<file path="src/rtl/sdram_arb_pkg.sv">
// ============================================================================
// sdram_arb_pkg : shared types and default widths for the SDRAM R/W arbiter
// Rev 1.0
// ============================================================================
`default_nettype none

package sdram_arb_pkg;

  localparam int DEF_ADDR_W   = 24;
  localparam int DEF_DATA_W   = 16;
  localparam int DEF_LEN_W    = 10;
  localparam int DEF_MAX_OUTS = 8;
  // Outstanding counter width; MAX_OUTS is limited to 15.
  localparam int OUTS_W       = 4;

  typedef enum logic [1:0] {
    ST_IDLE  = 2'd0,
    ST_WRITE = 2'd1,
    ST_READ  = 2'd2,
    ST_DRAIN = 2'd3
  } state_t;

  typedef enum logic {
    GNT_WR = 1'b0,
    GNT_RD = 1'b1
  } grant_t;

endpackage

`default_nettype wire

</file>
<file path="src/rtl/sdram_rr_arbiter.sv">
// ============================================================================
// sdram_rr_arbiter : 2-way round-robin grant with last-grant memory
// Rev 1.0
// ============================================================================
`default_nettype none

module sdram_rr_arbiter
  import sdram_arb_pkg::*;
(
  input  logic clk,
  input  logic rst,
  input  logic sample,
  input  logic wr_req,
  input  logic rd_req,
  output logic gnt_valid,
  output logic gnt_rd
);

  grant_t last_gnt;
  grant_t pick;

  always_comb begin
    pick = GNT_WR;
    if (wr_req && rd_req) begin
      pick = (last_gnt == GNT_RD) ? GNT_WR : GNT_RD;
    end else if (rd_req) begin
      pick = GNT_RD;
    end
  end

  assign gnt_valid = sample && (wr_req || rd_req);
  assign gnt_rd    = (pick == GNT_RD);

  // Last grant starts as READ so the writer wins the first contention.
  always_ff @(posedge clk) begin
    if (rst) begin
      last_gnt <= GNT_RD;
    end else if (gnt_valid) begin
      last_gnt <= pick;
    end
  end

endmodule

`default_nettype wire

</file>
<file path="src/rtl/sdram_rw_arbiter.sv">
// ============================================================================
// sdram_rw_arbiter : shares one SDRAM Avalon-MM port between a burst writer
//                    and a pipelined burst reader
// Rev 1.0
// ============================================================================
`default_nettype none

module sdram_rw_arbiter
  import sdram_arb_pkg::*;
#(
  parameter int ADDR_W   = DEF_ADDR_W,
  parameter int DATA_W   = DEF_DATA_W,
  parameter int LEN_W    = DEF_LEN_W,
  parameter int MAX_OUTS = DEF_MAX_OUTS
) (
  input  logic              clk_clk,
  input  logic              reset_reset,
  input  logic              wr_req,
  input  logic [ADDR_W-1:0] wr_addr,
  input  logic [LEN_W-1:0]  wr_len,
  output logic              wr_ack,
  input  logic [DATA_W-1:0] wr_data,
  output logic              wr_data_rd,
  output logic              wr_done,
  input  logic              rd_req,
  input  logic [ADDR_W-1:0] rd_addr,
  input  logic [LEN_W-1:0]  rd_len,
  output logic              rd_ack,
  output logic [DATA_W-1:0] rd_data,
  output logic              rd_data_vld,
  output logic              rd_done,
  output logic [ADDR_W-1:0] avs_port_address,
  output logic [1:0]        avs_port_byteenable_n,
  output logic              avs_port_chipselect,
  output logic [DATA_W-1:0] avs_port_writedata,
  output logic              avs_port_read_n,
  output logic              avs_port_write_n,
  input  logic [DATA_W-1:0] avs_port_readdata,
  input  logic              avs_port_readdatavalid,
  input  logic              avs_port_waitrequest
);

  localparam logic [OUTS_W-1:0] MAX_OUTS_V = OUTS_W'(MAX_OUTS);
  localparam logic [LEN_W-1:0]  LEN_ONE    = LEN_W'(1);

  state_t              state;
  logic [ADDR_W-1:0]   cur_addr;
  logic [LEN_W-1:0]    remain;
  logic [OUTS_W-1:0]   outstanding;

  logic                gnt_valid;
  logic                gnt_rd;
  logic                wr_active;
  logic                rd_issue;
  logic                wr_accept;
  logic                rd_accept;
  logic                rdv_take;

  sdram_rr_arbiter u_rr (
    .clk       (clk_clk),
    .rst       (reset_reset),
    .sample    ((state == ST_IDLE) && (outstanding == '0)),
    .wr_req    (wr_req),
    .rd_req    (rd_req),
    .gnt_valid (gnt_valid),
    .gnt_rd    (gnt_rd)
  );

  // Bus strobes depend only on registered state, so they stay put under waitrequest.
  always_comb begin
    wr_active = (state == ST_WRITE) && (remain != '0);
    rd_issue  = (state == ST_READ) && (remain != '0) && (outstanding < MAX_OUTS_V);
    wr_accept = wr_active && !avs_port_waitrequest;
    rd_accept = rd_issue && !avs_port_waitrequest;
    rdv_take  = avs_port_readdatavalid && (outstanding != '0);
  end

  assign avs_port_address      = cur_addr;
  assign avs_port_byteenable_n = 2'b00;
  assign avs_port_chipselect   = wr_active || rd_issue;
  assign avs_port_write_n      = !wr_active;
  assign avs_port_read_n       = !rd_issue;
  assign avs_port_writedata    = wr_data;
  assign wr_data_rd            = wr_accept;

  always_ff @(posedge clk_clk) begin
    if (reset_reset) begin
      state    <= ST_IDLE;
      cur_addr <= '0;
      remain   <= '0;
      wr_ack   <= 1'b0;
      rd_ack   <= 1'b0;
      wr_done  <= 1'b0;
      rd_done  <= 1'b0;
    end else begin
      wr_ack  <= 1'b0;
      rd_ack  <= 1'b0;
      wr_done <= 1'b0;
      rd_done <= 1'b0;
      case (state)
        ST_IDLE: begin
          if (gnt_valid) begin
            if (gnt_rd) begin
              state    <= ST_READ;
              cur_addr <= rd_addr;
              remain   <= rd_len;
              rd_ack   <= 1'b1;
            end else begin
              state    <= ST_WRITE;
              cur_addr <= wr_addr;
              remain   <= wr_len;
              wr_ack   <= 1'b1;
            end
          end
        end
        ST_WRITE: begin
          if (remain == '0) begin
            wr_done <= 1'b1;
            state   <= ST_IDLE;
          end else if (wr_accept) begin
            cur_addr <= cur_addr + 1'b1;
            remain   <= remain - 1'b1;
            if (remain == LEN_ONE) begin
              wr_done <= 1'b1;
              state   <= ST_IDLE;
            end
          end
        end
        ST_READ: begin
          // Zero-length read finishes at once; otherwise the last command moves us to DRAIN.
          if (remain == '0) begin
            rd_done <= 1'b1;
            state   <= ST_IDLE;
          end else if (rd_accept) begin
            cur_addr <= cur_addr + 1'b1;
            remain   <= remain - 1'b1;
            if (remain == LEN_ONE) begin
              state <= ST_DRAIN;
            end
          end
        end
        ST_DRAIN: begin
          if (rdv_take && (outstanding == OUTS_W'(1))) begin
            rd_done <= 1'b1;
            state   <= ST_IDLE;
          end
        end
        default: state <= ST_IDLE;
      endcase
    end
  end

  always_ff @(posedge clk_clk) begin
    if (reset_reset) begin
      outstanding <= '0;
    end else begin
      case ({rd_accept, rdv_take})
        2'b10:   outstanding <= outstanding + 1'b1;
        2'b01:   outstanding <= outstanding - 1'b1;
        default: outstanding <= outstanding;
      endcase
    end
  end

  // Returned data with nothing outstanding is stale (e.g. after reset) and is dropped.
  always_ff @(posedge clk_clk) begin
    if (reset_reset) begin
      rd_data     <= '0;
      rd_data_vld <= 1'b0;
    end else begin
      rd_data_vld <= rdv_take;
      if (rdv_take) begin
        rd_data <= avs_port_readdata;
      end
    end
  end

endmodule

`default_nettype wire
</file>
<file path="config.mk">
export PLATFORM = sky130hd
export DESIGN_NAME = sdram_rw_arbiter
export DESIGN_NICKNAME = d
export VERILOG_FILES = /design/src/rtl/sdram_arb_pkg.sv /design/src/rtl/sdram_rr_arbiter.sv /design/src/rtl/sdram_rw_arbiter.sv
export SDC_FILE = /design/constraint.sdc
export NUM_CORES = 1
export LEC_CHECK = 0
export ABC_AREA = 1
export CORE_ASPECT_RATIO = 2
export CORE_MARGIN = 2
export CORE_UTILIZATION = 29
export CTS_BUF_LIST = sky130_fd_sc_hd__clkbuf_4 sky130_fd_sc_hd__clkbuf_8
export CTS_CLUSTER_SIZE = 30
export DETAILED_ROUTE_END_ITERATION = 6
export PLACE_DENSITY = 0.69
export SLEW_MARGIN = 20
export SYNTH_ARGS = -nofsm -noshare
export SYNTH_HDL_FRONTEND = slang
export SYNTH_SLANG_ARGS = --single-unit
</file>
<file path="constraint.sdc">
create_clock -name clk_clk -period 3.2 [get_ports clk_clk]
set_clock_uncertainty 0.15 [all_clocks]
set_input_delay 0.8 -clock clk_clk [delete_from_list [all_inputs] [get_ports clk_clk]]
set_output_delay 0.8 -clock clk_clk [all_outputs]
set_load 0.05 [all_outputs]
</file>
; Word-level counts from Yosys, hierarchy flattened
; Index checks and enable logic that the tools add are counted.
[word_totals]
register_bits = 62
input_bits = 106
output_inout_bits = 67
elab_cells = 98
[op_classes]
n_addsub = 4
order_cmp = 1
eq_ne = 17
n_mux = 36
bitwise = 3
reduce_logical = 26
[ops]
columns = operator, n
row1 = 24-bit two-way mux, 6
row2 = 24-bit one-hot mux with 3 select lines, 1
row3 = 10-bit two-way mux, 6
row4 = 10-bit one-hot mux with 3 select lines, 1
row5 = 24-bit by 1-bit adder with 24-bit output (second input constant), 1
row6 = 2-bit two-way mux, 9
row7 = 2-bit != test (second input constant), 6
row8 = 6-bit AND reduction, 2
row9 = 10-bit by 1-bit == test with 1-bit output (second input constant), 1
row10 = 1-bit logical AND, 10
row11 = 10-bit logical NOT, 1
row12 = 1-bit two-way mux, 10
row13 = 10-bit nonzero test, 1
row14 = 10-bit by 1-bit subtractor with 10-bit output (second input constant), 1
row15 = 2-bit one-hot mux with 4 select lines, 1
row16 = 4-bit one-hot mux with 2 select lines, 1
row17 = 2-bit == test (second input constant), 3
row18 = 3-bit by 1-bit != test with 1-bit output (second input constant), 2
row19 = 3-bit by 2-bit != test with 1-bit output (second input constant), 2
row20 = 4-bit by 1-bit adder with 4-bit output (second input constant), 1
row21 = 2-bit by 1-bit == test with 1-bit output (second input constant), 2
row22 = 4-bit by 1-bit == test with 1-bit output (second input constant), 1
row23 = 4-bit logical NOT, 1
row24 = 4-bit < comparator (second input constant), 1
row25 = 11 further kinds, 16

; Depth between registers and ports, before layout
; Gate-level depths: netlist of run 1.
[depth]
depth_word = 7
depth_mapped = 13

; Hierarchy
; From an unflattened synthesis of run 1, not the netlist that was laid out.
[unflattened]
hier_cells = 725
hier_area_um2 = 4237.8
[by_module_without_submodules]
columns = mod, instances, cells_each, area_each_um2, seq_area_each_um2
row1 = sdram_rw_arbiter, 1, 716, 4176.5, 1221.2
row2 = sdram_rr_arbiter, 1, 9, 61.3, 20.0

; Worst setup path before layout of run 1
; No wires, ideal clock.
[synth_timing]
path_type = register -> output
from = reg remain[0]
to = out wr_data_rd
arrival_time_ns = 2.055
t_required_ns = 2.250
path_slack_ns = 0.195
path_stages_with_launch = 8
n_path_buf = 0
cell_sequence = dfxtp_1 > inv_1 > ha_1 > nand2_1 > nor2_1 > nand2_4 > nand2_1 > nor2_1
[synth_via]
elab_chain_cells = 3
[synth_lines]
columns = element, line_no
row1 = "start, declared", sdram_rw_arbiter.sv:48  ; logic [LEN_W-1:0] remain;
row2 = "start signal, assigned", sdram_rw_arbiter.sv:106  ; remain <= rd_len;
row3 = "start signal, assigned", sdram_rw_arbiter.sv:111  ; remain <= wr_len;
row4 = "start signal, assigned", sdram_rw_arbiter.sv:122  ; remain <= remain - 1'b1;
row5 = 10-bit nonzero test, sdram_rw_arbiter.sv:71  ; wr_active = (state == ST_WRITE) && (remain != '0);
row6 = 1-bit logical AND, sdram_rw_arbiter.sv:71
row7 = 1-bit logical AND, sdram_rw_arbiter.sv:73  ; wr_accept = wr_active && !avs_port_waitrequest;
row8 = "end, declared", sdram_rw_arbiter.sv:23  ; output logic wr_data_rd,
; Every way passes these cells.

; Worst setup path after layout of run 1
[layout_timing]
from = reg remain[0]
to = out avs_port_chipselect
[layout_via]
elab_chain_cells = 4
elab_cells_between_ends = 5
[layout_lines]
columns = element, line_no
row1 = 10-bit nonzero test *, "sdram_rw_arbiter.sv:71, sdram_rw_arbiter.sv:72"
row2 = 1-bit logical AND (2 in a row), sdram_rw_arbiter.sv:72  ; rd_issue = (state == ST_READ) && (remain != '0) && (outstanding < MAX_OUTS_V);
row3 = 1-bit logical OR *, sdram_rw_arbiter.sv:80  ; assign avs_port_chipselect = wr_active || rd_issue;
row4 = "end, declared", sdram_rw_arbiter.sv:34  ; output logic avs_port_chipselect,
; Every way passes the cells marked *; elsewhere a longest branch is shown, timed or not.

==> results of run 1 <==
path summary, 6_finish.rpt:
check / from / end / slack, ns / cells past startpoint
hold / removal: u_rr.last_gnt / u_rr.last_gnt / 0.34 / 2
setup reg to reg: remain[0] / outstanding[3] / 0.75 / 11
hold reg to reg: u_rr.last_gnt / u_rr.last_gnt / 0.34 / 2
setup / recovery: remain[0] / avs_port_chipselect / 0.14 / 10
report_power, final:
part	internal (W)	switching (W)	leakage (nW)	total [W]
Clock	0.000275	0.000333	0.0885	0.000607
Combinational	0.00130	0.00248	1.88	0.00378
Sequential	0.00107	0.000263	0.512	0.00134
Total	0.00265	0.00307	2.48	0.00572
logic make-up after synthesis:
| group | after synthesis | synth area share, % |
|---|---|---|
| and+or+nand+nor | 380 | 37.06 |
| other | 1 | 0.09052 |
| AOI/OAI and AO/OA | 120 | 15.52 |
| muxes | 2 | 0.4833 |
| DFF | 62 | 29.96 |
| buffers and inverters | 109 | 12.50 |
| adders and majority gates | 11 | 3.322 |
| xor gates and xnor gates | 5 | 1.057 |
worst min-delay path, stage by stage, from the launching register on:
cell     delay, ns
dfxtp_1       0.32
inv_1         0.04
o21ai_0       0.07
flip-flops by register name (all words and copies together), names as in the netlist:
name              cells
outstanding           4
u_rr.last_gnt         1
wr_ack                1
rd_done               1
rd_data              16
wr_done               1
remain               10
rd_data_vld           1
avs_port_address     24
rd_ack                1
state                 2
per-layer routing:
metal	share of wire, %	global-route usage [%]	routed length [um]	vias up
li1	-	-	-	2395
met1	38	17.69	5038	1975
met2	55	34.15	7251	130
met3	4.4	3.198	577	30
met4	2.3	7.260	297	0
met5	0	0	0	-
area by class of cell:
type                    count  area [um2]  area share [%]
clock buffers               9       123.9           2.143
clock inverters             7       41.29          0.7144
inverters                  62       232.7           4.027
multi-input cells         520        2387           41.31
flip-flops and latches     62        1241           21.48
well taps                 189       236.5           4.092
repair buffers            149        1516           26.24
cells in the final DEF (no fill, tap or decap), types with 5 or more instances in the layout:
cell             synthesis  layout
inv_1                   57      57
o22ai_1                 11      11
buf_12                   0       5
clkinv_2                 0       5
buf_4                   18      10
clkbuf_8                 0       9
nand3_1                 29      29
nor2_1                 170     170
xor2_1                   5       5
nor3_1                  11      11
clkdlybuf4s50_1          0     134
nand2_1                156     156
a21oi_1                 19      19
o21ai_0                 79      79
ha_1                    11      11
dfxtp_1                 62      62
through the flow:
step	std cells	hold slack (ns)	setup slack (ns)	area (um2)
after floorplan	691	0.2954	0.1946	4146
after global placement	982	0.3219	0.4332	5614
after detailed placement	982	0.3500	0.4198	5614
after CTS	998	0.3610	0.1034	5779
after global routing	998	0.3747	0.01908	5779
final	998	0.3405	0.1367	5779
==> results.py, run 1 <==
metrics = {
    "run_status": {
        "status": "complete, no violations",
    },
    "setup_path": {
        "crit_arrival_ns": 2.11,
        "worstPathRequired_ns": 2.25,
        "cp_cell_sequence": "inv_1 > ha_1 > nand2_1 > nor2_1 > nand2_4 > inv_2 > nor2_1 > nand2_1 > nand2_1 > buf_12",
        "crit_type": "reg2out",
        "max_stage_delay_ns": 0.34,
        "critPathLaunchType": "flip-flop",
        "critPathMaxFanout": 8,
        "worst-path-buf-inv": 3,
        "crit_path_end_kind": "output pin",
        "slowest_stage": "dfxtp_1",
        "critPathTopFamily": "simple AND/OR/NAND/NOR gates",
        "crit_top_cell": "nand2_1",
    },
    "min_path": {
        "hold_class": "reg2reg",
    },
    "floorplan": {
        "io_pins": 173,
        "core_area_mm2": 0.01397,
        "start_util_pct": 29.66,
        "die-area_mm2": 0.01532,
        "die_w_um": 88.52,
        "die_h_um": 173.0,
        "fp-row-count": 61,
    },
    "sta": {
        "tightest_slew_ns": 0.5591,
        "rsz0062_at_grt": "false",
        "maxSlewViolCount": 0,
        "hold_viol": 0,
        "setup_tns_ns": 0,
        "period_share_pct": 95.73,
        "fmaxAchievable_ghz": 0.3264,
        "layout_min_cycle_time_ns": 3.063,
        "slew_headroom_pct": 62.61,
        "setup-violations-final": 0,
    },
    "clock_tree": {
        "cts_hold_buffers": 0,
        "post_cts_resized": 0,
        "clk_latency_ns": 0.35,
        "cts_buffers": 9,
        "htreeDepth": 3,
        "cts.sinks": 62,
        "cts_setup_buffers": 0,
        "clockBufferDepth": 2,
        "cts.root.buffer_cell": "clkbuf_8",
        "cts_tree": "yes",
        "clk_pin_slew_worst_paths_ns": 0.07,
    },
    "run": {
        "maxCapViolCount": 0,
    },
    "pwr": {
        "power_leakage_nw": 2.484,
        "power_density_mw_per_mm2": 990.6,
        "ir_drop_v": 0.0005732,
        "p_total_w": 0.005725,
    },
    "synthesis": {
        "yosysMostFrequentCell": "nor2_1",
        "syn-cell-area_mm2": 0.004143,
        "synth_top_cell_area_share_pct": 29.96,
        "yosys.area.top_type": "dfxtp_1",
        "synthTopCellsByCount": "nor2_1, nand2_1, o21ai_0, dfxtp_1, inv_1",
        "synth_cell_type_count": 36,
        "yosys_warnings": 0,
        "syn_inst": 690,
        "synth_edf_count": 0,
        "synth-seq-cells": 62,
        "synth.area.top_cells": "dfxtp_1, nor2_1, nand2_1",
        "async_flop_share_pct": 0,
        "synthFlopType": "dfxtp_1",
        "avgSynthCellArea_um2": 6.004,
        "yosysSeqAreaShare_pct": 29.96,
    },
    "grt": {
        "antenna_found_initial": 0,
        "grt_max_degree": 55,
        "grt_usage_pct": 17.75,
        "gr-total-overflow": 0,
        "grt_pass1_vias": 4573,
        "grt_pass1_wl_mm": 21.44,
    },
    "drt": {
        "vias": 4530,
        "wirelength_mm": 13.16,
        "dr.pass1.iters": 4,
        "antenna_left": 0,
        "vias_per_cell": 4.539,
        "drc": 0,
        "routedWlPerCell_um": 13.19,
        "drt_iter0_markers": 194,
    },
    "placed_design": {
        "numPortBuffers": 138,
        "dpl.hpwl_mm": 9.660,
        "place_congestion": 0.8390,
    },
    "final_layout": {
        "area_growth_pct": 39.50,
        "finalNetCount": 921,
        "drive_gt1_share_pct": 5.192,
        "fin_util_pct": 41.38,
        "diodes": 0,
        "fill_cells": 1517,
    },
}
No activity file was read; power rests on OpenSTA's default activity.
==> run 2: changes to the inputs <==
--- a/config.mk
+++ b/config.mk
@@ -8,11 +8,11 @@
 export ABC_AREA = 1
 export CORE_ASPECT_RATIO = 2
 export CORE_MARGIN = 2
-export CORE_UTILIZATION = 29
+export CORE_UTILIZATION = 45
 export CTS_BUF_LIST = sky130_fd_sc_hd__clkbuf_4 sky130_fd_sc_hd__clkbuf_8
 export CTS_CLUSTER_SIZE = 30
 export DETAILED_ROUTE_END_ITERATION = 6
-export PLACE_DENSITY = 0.69
+export PLACE_DENSITY = 0.95
 export SLEW_MARGIN = 20
 export SYNTH_ARGS = -nofsm -noshare
 export SYNTH_HDL_FRONTEND = slang
==> run 2 against run 1 <==
Compared with the run above:
- clock power increased by 31%
- critical path depth did not move
- largest power group unchanged
- via count rose by 6.2%
- non-clock buffer count stayed put
- routed wire length fell by 5.9%
- highest routed layer unchanged
==> results.py, run 2 (synthesis results as in run 1) <==
metrics = {
    "final_layout": {
        "largest_reg_flops": 24,
        "multiInputGateArea_mm2": 0.002387,
        "area_growth_pct": 37.03,
        "finalNetCount": 921,
        "mostFrequentLayoutCell": "nor2_1",
        "final_area_mm2": 0.005677,
        "final_cell_mix": "nor2_1, nand2_1, clkdlybuf4s50_1",
        "drive_gt1_share_pct": 5.074,
        "diodes": 0,
        "seq_area_mm2": 0.001241,
        "fill_cells": 739,
    },
    "drt": {
        "wirelength_mm": 12.39,
        "routedWlPerCell_um": 13.62,
        "vias_per_cell": 5.287,
        "drt_iter0_markers": 280,
        "antenna_left": 0,
        "drc": 0,
        "dr.pass1.iters": 5,
        "vias": 4811,
    },
    "sta": {
        "maxSlewViolCount": 0,
        "hold_viol": 0,
        "tightest_slew_ns": 0.6315,
        "slew_headroom_pct": 57.90,
        "setup_tns_ns": 0,
        "setup-violations-final": 0,
        "layout_min_cycle_time_ns": 3.057,
        "rsz0062_at_grt": "false",
        "fmaxAchievable_ghz": 0.3271,
        "period_share_pct": 95.53,
        "setup_ws_ns": 0.1431,
    },
    "floorplan": {
        "core_area_mm2": 0.008951,
        "die_h_um": 139.7,
        "io_pins": 173,
        "start_util_pct": 46.28,
        "die_w_um": 71.85,
        "fp-row-count": 49,
        "die-area_mm2": 0.01004,
    },
    "placed_design": {
        "dpl.hpwl_mm": 9.270,
        "postPlaceCellArea_mm2": 0.005455,
        "numPortBuffers": 138,
        "dp_slack_ns": 0.4030,
        "place_congestion": 0.8909,
    },
    "clock_tree": {
        "cts_hold_buffers": 0,
        "htreeDepth": 3,
        "cts_tree": "yes",
        "cts_setup_buffers": 0,
        "cts.sinks": 62,
        "clk_pin_slew_worst_paths_ns": 0.07,
        "clk_latency_ns": 0.36,
        "clockBufferDepth": 2,
        "cts.root.buffer_cell": "clkbuf_8",
        "post_cts_resized": 0,
        "cts_buffers": 9,
    },
    "grt": {
        "grt_max_degree": 67,
        "grt_usage_pct": 25.77,
        "grt_pass1_wl_mm": 20.76,
        "antenna_found_initial": 0,
        "grt_pass1_vias": 4753,
        "gr-total-overflow": 0,
    },
    "min_path": {
        "hold_class": "reg2reg",
    },
    "setup_path": {
        "crit_type": "reg2out",
        "crit_arrival_ns": 2.11,
        "worstPathRequired_ns": 2.25,
        "reg2reg_slack_ns": 0.61,
        "critPathMaxFanout": 8,
        "critPathLaunchType": "flip-flop",
        "crit_path_end_kind": "output pin",
    },
    "pwr": {
        "p_total_w": 0.005867,
        "power_density_mw_per_mm2": 1033,
        "ir_drop_v": 0.0008703,
        "power_leakage_nw": 2.493,
    },
    "run": {
        "maxCapViolCount": 0,
    },
    "run_status": {
        "status": "complete, no violations",
    },
}
-- run 2: final cells by class --
class / instances / area share (%)
inverter: 62 / 4.100
multi-input combinational: 520 / 42.05
clock inverter: 4 / 1.234
timing repair buffer: 149 / 25.83
tap: 102 / 2.248
clock buffer: 11 / 2.667
sequential: 62 / 21.86
-- run 2: worst max-delay path, cell delays in order (launching register included) --
cell	delay (ns)
dfxtp_1	0.34
inv_1	0.11
ha_1	0.21
nand2_1	0.08
nor2_1	0.33
nand2_4	0.13
inv_2	0.14
nor2_1	0.09
nand2_1	0.09
nand2_1	0.05
buf_4	0.18
-- run 2: path summary, 6_finish.rpt --
kind | start | end | cells after the start
setup / recovery | remain[0] | avs_port_chipselect | 10
hold / removal | u_rr.last_gnt | u_rr.last_gnt | 2
hold reg to reg | u_rr.last_gnt | u_rr.last_gnt | 2
setup reg to reg | remain[0] | avs_port_address[14] | 12
-- run 2: metal layers --
metal / up-vias / track usage [%] / part of all wire, %
met2: 203 / 46.30 / 52
met3: 67 / 5.648 / 5.7
met5: - / 0 / 0
met4: 0 / 18.67 / 6.3
li1: 2403 / - / -
met1: 2138 / 24.72 / 36
-- run 2: where the power goes --
part | switching, W | internal, W | total [W]
Combinational | 0.00249 | 0.00124 | 0.00373
Clock | 0.000321 | 0.000474 | 0.000795
Sequential | 0.000269 | 0.00107 | 0.00134
-- run 2: per-stage QoR --
stage / hold WS [ns] / utilization, % / instances
2_1_floorplan: 0.2954 / - / 691
3_3_place_gp: 0.3138 / 60.94 / 895
4_1_cts: 0.3363 / 63.42 / 910
6_report: 0.3338 / 63.42 / 910
3_5_place_dp: 0.3215 / 60.94 / 895
5_1_grt: 0.3654 / 63.42 / 910
